==> config.mk <==
export PLATFORM = sky130hd
export DESIGN_NAME = cordic_sweep_sequencer
export DESIGN_NICKNAME = d
export VERILOG_FILES = /design/src/rtl/cordic_sweep_sequencer.sv
export SDC_FILE = /design/constraint.sdc
export NUM_CORES = 1
export LEC_CHECK = 0
export CAP_MARGIN = 40
export CORE_MARGIN = 2
export CORE_UTILIZATION = 27
export CTS_CLUSTER_SIZE = 25
export DETAILED_ROUTE_END_ITERATION = 7
export DONT_BUFFER_PORTS = 1
export GPL_TIMING_DRIVEN = 0
export SYNTH_ARGS = -nofsm -noshare
export SYNTH_HDL_FRONTEND = slang
export SYNTH_SLANG_ARGS = --single-unit
==> constraint.sdc <==
create_clock -name clk -period 4.4 [get_ports clk]
set_clock_uncertainty 0.2 [all_clocks]
set_input_delay 0.44 -clock clk [delete_from_list [all_inputs] [get_ports clk]]
set_output_delay 0.44 -clock clk [all_outputs]
set_load 0.01 [all_outputs]
==> src/rtl/cordic_sweep_sequencer.sv <==
// Bounded rotate/arctan sweep sequencer for the CORDIC pipeline: issues one sample per
// cycle, realigns pipeline results with a valid shift register and signals busy/done.
module cordic_sweep_sequencer #(
    parameter int WIDTH             = 16,
    parameter int SECTOR_FLAG_WIDTH = 2,
    parameter int PIPE_LATENCY      = 7,
    parameter int COUNT_WIDTH       = 12
) (
    input  logic                         clk,
    input  logic                         reset,
    input  logic                         start,
    input  logic                         mode,
    input  logic [WIDTH-1:0]             start_val,
    input  logic [WIDTH-1:0]             step,
    input  logic [COUNT_WIDTH-1:0]       count,
    input  logic [WIDTH-1:0]             x_const,
    input  logic [WIDTH-1:0]             y_const,
    output logic                         busy,
    output logic                         done,
    output logic [WIDTH-1:0]             degree_in,
    output logic [WIDTH-1:0]             x_in,
    output logic [WIDTH-1:0]             y_in,
    output logic [SECTOR_FLAG_WIDTH-1:0] sector_in,
    output logic                         arctan_en_in,
    input  logic [WIDTH-1:0]             degree_out,
    input  logic [WIDTH-1:0]             x_out,
    input  logic [WIDTH-1:0]             y_out,
    output logic                         cap_valid,
    output logic [COUNT_WIDTH-1:0]       cap_index,
    output logic [WIDTH-1:0]             cap_degree,
    output logic [WIDTH-1:0]             cap_x,
    output logic [WIDTH-1:0]             cap_y
);

    typedef enum logic [1:0] {S_IDLE, S_RUN, S_DRAIN, S_DONE} state_t;

    state_t                         r_state;
    logic                           r_mode;
    logic [WIDTH-1:0]               r_step, r_acc, r_x, r_y;
    logic [COUNT_WIDTH-1:0]         r_count, r_issued, r_cap_cnt;
    logic                           r_busy, r_done, r_issue_valid;
    logic [PIPE_LATENCY-1:0]        r_vsr;
    logic [WIDTH-1:0]               r_degree_in, r_x_in, r_y_in;
    logic [SECTOR_FLAG_WIDTH-1:0]   r_sector_in;
    logic                           r_arctan_en;
    logic                           r_cap_valid;
    logic [COUNT_WIDTH-1:0]         r_cap_index;
    logic [WIDTH-1:0]               r_cap_degree, r_cap_x, r_cap_y;

    logic                           w_accept, w_issue, w_tail, w_mode;
    logic [WIDTH-1:0]               w_acc, w_step, w_x, w_y, w_degree, w_y_sample;
    logic [SECTOR_FLAG_WIDTH-1:0]   w_sector;

    always_comb begin
        w_accept   = (r_state == S_IDLE) && start;
        w_issue    = (w_accept && (count != '0)) || (r_state == S_RUN);
        w_tail     = r_vsr[PIPE_LATENCY-1];
        // Sample 0 comes straight from the ports on the accepting edge; later ones from latched operands.
        w_acc      = w_accept ? start_val : r_acc;
        w_step     = w_accept ? step      : r_step;
        w_mode     = w_accept ? mode      : r_mode;
        w_x        = w_accept ? x_const   : r_x;
        w_y        = w_accept ? y_const   : r_y;
        w_degree   = w_acc;
        w_y_sample = w_y;
        w_sector   = w_acc[WIDTH-1 -: SECTOR_FLAG_WIDTH];
        if (w_mode) begin
            w_degree   = '0;
            w_y_sample = w_acc;
            w_sector   = '0;
        end
    end

    // NOTE: every register here uses non-blocking assignment so all of them sample pre-edge values.
    always_ff @(posedge clk) begin
        if (!reset) begin
            r_state       <= S_IDLE;
            r_mode        <= 1'b0;
            r_step        <= '0;
            r_acc         <= '0;
            r_x           <= '0;
            r_y           <= '0;
            r_count       <= '0;
            r_issued      <= '0;
            r_cap_cnt     <= '0;
            r_busy        <= 1'b0;
            r_done        <= 1'b0;
            r_issue_valid <= 1'b0;
            r_vsr         <= '0;
            r_degree_in   <= '0;
            r_x_in        <= '0;
            r_y_in        <= '0;
            r_sector_in   <= '0;
            r_arctan_en   <= 1'b0;
            r_cap_valid   <= 1'b0;
            r_cap_index   <= '0;
            r_cap_degree  <= '0;
            r_cap_x       <= '0;
            r_cap_y       <= '0;
        end else begin
            r_done        <= 1'b0;
            r_issue_valid <= w_issue;
            r_vsr         <= (r_vsr << 1) | PIPE_LATENCY'(r_issue_valid);
            r_cap_valid   <= w_tail;

            if (w_tail) begin
                r_cap_degree <= degree_out;
                r_cap_x      <= x_out;
                r_cap_y      <= y_out;
                r_cap_index  <= r_cap_cnt;
                r_cap_cnt    <= r_cap_cnt + COUNT_WIDTH'(1);
            end

            if (w_issue) begin
                r_degree_in <= w_degree;
                r_x_in      <= w_x;
                r_y_in      <= w_y_sample;
                r_sector_in <= w_sector;
                r_arctan_en <= w_mode;
                r_acc       <= w_acc + w_step;
            end

            case (r_state)
                S_IDLE: begin
                    if (start) begin
                        r_mode      <= mode;
                        r_step      <= step;
                        r_count     <= count;
                        r_x         <= x_const;
                        r_y         <= y_const;
                        r_cap_cnt   <= '0;
                        r_cap_index <= '0;
                        r_issued    <= COUNT_WIDTH'(1);
                        if (count == '0) begin
                            r_state <= S_DONE;
                            r_done  <= 1'b1;
                        end else begin
                            r_busy  <= 1'b1;
                            r_state <= (count == COUNT_WIDTH'(1)) ? S_DRAIN : S_RUN;
                        end
                    end
                end
                S_RUN: begin
                    r_issued <= r_issued + COUNT_WIDTH'(1);
                    if (r_issued == r_count - COUNT_WIDTH'(1)) r_state <= S_DRAIN;
                end
                S_DRAIN: begin
                    // Finish only once the last capture has been presented on cap_valid.
                    if ((r_vsr == '0) && !r_issue_valid && r_cap_valid) begin
                        r_state <= S_DONE;
                        r_done  <= 1'b1;
                        r_busy  <= 1'b0;
                    end
                end
                S_DONE:  r_state <= S_IDLE;
                default: r_state <= S_IDLE;
            endcase
        end
    end

    assign busy         = r_busy;
    assign done         = r_done;
    assign degree_in    = r_degree_in;
    assign x_in         = r_x_in;
    assign y_in         = r_y_in;
    assign sector_in    = r_sector_in;
    assign arctan_en_in = r_arctan_en;
    assign cap_valid    = r_cap_valid;
    assign cap_index    = r_cap_index;
    assign cap_degree   = r_cap_degree;
    assign cap_x        = r_cap_x;
    assign cap_y        = r_cap_y;

endmodule

==> results.json <==
{
  "hp-start": "reset",
  "p_comb_share_pct": 33.7,
  "crit_slowest_cell": "clkbuf_1",
  "cts_tree": "yes",
  "htreeDepth": 1,
  "grt_pass1_wl_microns": 45300,
  "drc_errors": 0,
  "crit_path_cell_trace": "inv_1 -> ha_1 -> clkbuf_1 -> and2_1 -> clkbuf_1 -> nand2_1 -> nand2_1 -> ha_1 -> a21o_1 -> a31o_2 -> a21oi_1 -> o221ai_1 -> xnor2_1 -> a211oi_1",
  "drt_iter0_markers": 352,
  "areaGrowthSynthToFinish_pct": 28.2,
  "p_sw_uw": 2920,
  "setup_viol": 0,
  "wl_per_cell_microns": 17.6,
  "hp-class": "in -> reg",
  "die_x_microns": 192,
  "clk_latency_ns": 0.57,
  "rsz0062_at_grt": "false",
  "die_y_microns": 192,
  "antenna_found_initial": 1,
  "ys.warnings.count": 0,
  "synth_compound_area_share_pct": 11.0,
  "synth_ff_type": "dfxtp_1",
  "synthMuxAreaShare_pct": 10.3,
  "ys_ff_latch": 223,
  "synth.net_count": 1247,
  "critPathLaunch": "r_state[0]",
  "cts-buffers-inserted": 28,
  "ant_nets": 0,
  "synth_cell_types": 65,
  "intPower_uw": 4920,
  "max_stage_delay_ns": 0.51,
  "required_ns": 4.68,
  "ios": 242,
  "synth_async_sr_flop_share_pct": 0,
  "end_kind": "flop",
  "fmax_ghz": 0.245,
  "clock_path_buffers": 3,
  "critical_path.top_delay_family": "compound AO/OA/AOI/OAI gates",
  "p_clk_share_pct": 32.4,
  "reg2reg_from": "r_state[0]",
  "clk_pin_slew_ns": 0.06,
  "core_sq_um": 34600,
  "hold_violations": 0,
  "total_power_uw": 7840,
  "clkSinkCount": 223,
  "synth_top_family_by_area": "simple AND/OR/NAND/NOR gates",
  "crit_buf_inv": 3,
  "cellPowerDensity_nw_per_um2": 641,
  "drive_gt1_share_pct": 6.93,
  "start_util_pct": 27.5,
  "gp_congestion": 0.847,
  "maxCapViolations": 0,
  "placementRows": 68,
  "avgSynthCellArea_sq_um": 8.69,
  "grt_remaining_overflow": 0,
  "crit_fanout": 10,
  "finalWirelength_microns": 30200,
  "grt_max_degree": 15,
  "clockRootBuffer": "clkbuf_16",
  "synthCells": 1096,
  "post_cts_buffers": 0,
  "dr_total_vias": 8137,
  "max_slew_margin_pct": 45.4,
  "switching_share_pct": 37.2,
  "seq_power_share_pct": 34.0,
  "antennaDiodeCount": 0,
  "p_leak_uw": 0.00486,
  "worstSetupPathType": "reg -> reg",
  "syn-cell-area_sq_um": 9530,
  "yosysSeqAreaShare_pct": 46.8,
  "fin_crit_ns": 4.08,
  "crit_arrival_ns": 4.36,
  "layout_common_cells": "dfxtp_1, nand2_1, nor2_1",
  "mostFrequentLayoutCell": "dfxtp_1",
  "track_usage_pct": 15.8,
  "layout.nets": 1384,
  "synth-adder-area-share_pct": 3.10,
  "drv_slew": 0,
  "ir_drop_v": 0.000396,
  "post-route-period-util_pct": 92.7,
  "synth_xor_area_share_pct": 4.41,
  "worst_slew_pin_slew_ns": 0.818,
  "drt_pre_antenna_iters": 5,
  "die_area_sq_um": 36800,
  "synth_edf_count": 0,
  "startpoint_type": "flop",
  "status": "finished, final reports clean",
  "via_per_inst": 4.76,
  "grt_pass1_vias": 7948,
  "port_buffers": 0,
  "num-fill-cells": 3476,
  "hpwl_microns": 22100,
  "tns_ns": 0,
  "yosys.area_share.simple_pct": 20.4
}
==> state kept, by name, indices dropped and copies added, names as in the netlist, 7 cells and up <==
register	cells
r_vsr	7
r_x	16
r_cap_cnt	12
r_step	16
cap_x	16
degree_in	16
x_in	16
r_count	12
r_y	16
r_issued	12
cap_index	12
r_acc	16
y_in	16
cap_degree	16
cap_y	16
==> cell usage after synthesis, types with 9 or more instances <==
master | number | area share, %
clkbuf_1 | 39 | 1.5
a21oi_1 | 83 | 4.4
nand4_1 | 10 | 0.66
xnor2_1 | 22 | 2.0
buf_1 | 12 | 0.47
nor2_1 | 155 | 6.1
o211ai_1 | 18 | 1.4
and2_1 | 9 | 0.59
xor2_1 | 26 | 2.4
a211oi_1 | 24 | 1.9
dfxtp_1 | 223 | 47
inv_1 | 14 | 0.55
mux2i_1 | 98 | 10
buf_2 | 13 | 0.68
nand2_1 | 204 | 8.0
nand3_1 | 29 | 1.5
o21ai_0 | 11 | 0.58
ha_1 | 22 | 2.9
==> metal layers <==
metal	track usage [%]	vias to the layer above	routed length, microns
li1	-	3992	-
met1	18.7	3843	12300
met2	26.5	233	14500
met3	4.64	67	2270
met4	6.86	2	1100
met5	0	-	16
==> through the flow <==
step | util (%) | setup WS [ns] | cells | instance area [sq um] | hold WS [ns]
3_3_place_gp | 29.2 | -0.0550 | 1551 | 10100 | 0.241
5_1_grt | 35.3 | 0.0267 | 1710 | 12200 | 0.0308
4_1_cts | 35.3 | 0.0337 | 1712 | 12200 | 0.00610
3_5_place_dp | 29.2 | -0.114 | 1551 | 10100 | 0.248
2_1_floorplan | - | 0.939 | 1096 | 9530 | 0.232
6_report | 35.3 | 0.321 | 1710 | 12200 | 0.0176
==> worst reg2reg max path: cells and delay by family (launching register included) <==
family / cells / cell delay [ns]
buffers and inverters: 3 / 0.83
DFF: 1 / 0.32
xor gates and xnor gates: 1 / 0.18
AOI/OAI and AO/OA: 5 / 1.27
adders and majority gates: 2 / 0.48
and+or+nand+nor: 3 / 0.72
==> area by class of cell <==
cell class | count | area, sq um | area share [%]
Tap cell | 455 | 569 | 4.66
Timing Repair Buffer | 109 | 1090 | 8.93
Sequential cell | 223 | 4460 | 36.5
Buffer | 68 | 317 | 2.59
Clock inverter | 19 | 274 | 2.24
Multi-Input combinational cell | 788 | 4690 | 38.4
Inverter | 15 | 56.3 | 0.461
Clock buffer | 33 | 759 | 6.21
==> power by group through the flow <==
stage | sequential (uW) | combinational, uW | clock (uW)
6_report | 2660 | 2640 | 2540
3_3_place_gp | 2700 | 2500 | 0
2_1_floorplan | 2610 | 1900 | 0
4_1_cts | 2670 | 2640 | 2590
3_5_place_dp | 2710 | 2540 | 0
5_1_grt | 2700 | 2940 | 2670
==> what timing repair did <==
item / in CTS / in global routing
hold endpoints to repair: 126 / 0
resized for setup: 1 / 7
setup endpoints to repair: 1 / 9
hold buffers: 109 / 0
==> final timing paths <==
check | end | slack [ns] | cells past startpoint
hold reg to reg | r_acc[6] | 0.26 | 2
setup / recovery | r_acc[13] | 0.32 | 14
hold / removal | cap_index[1] | 0.02 | 2
setup reg to reg | r_acc[13] | 0.32 | 14
==> cell families after synthesis <==
kind of cell | after synthesis
buffers and inverters | 85
adders and majority gates | 23
AOI/OAI and AO/OA | 167
xor gates and xnor gates | 48
muxes | 98
DFF | 223
and+or+nand+nor | 452
(Power assumes the default switching activity.)
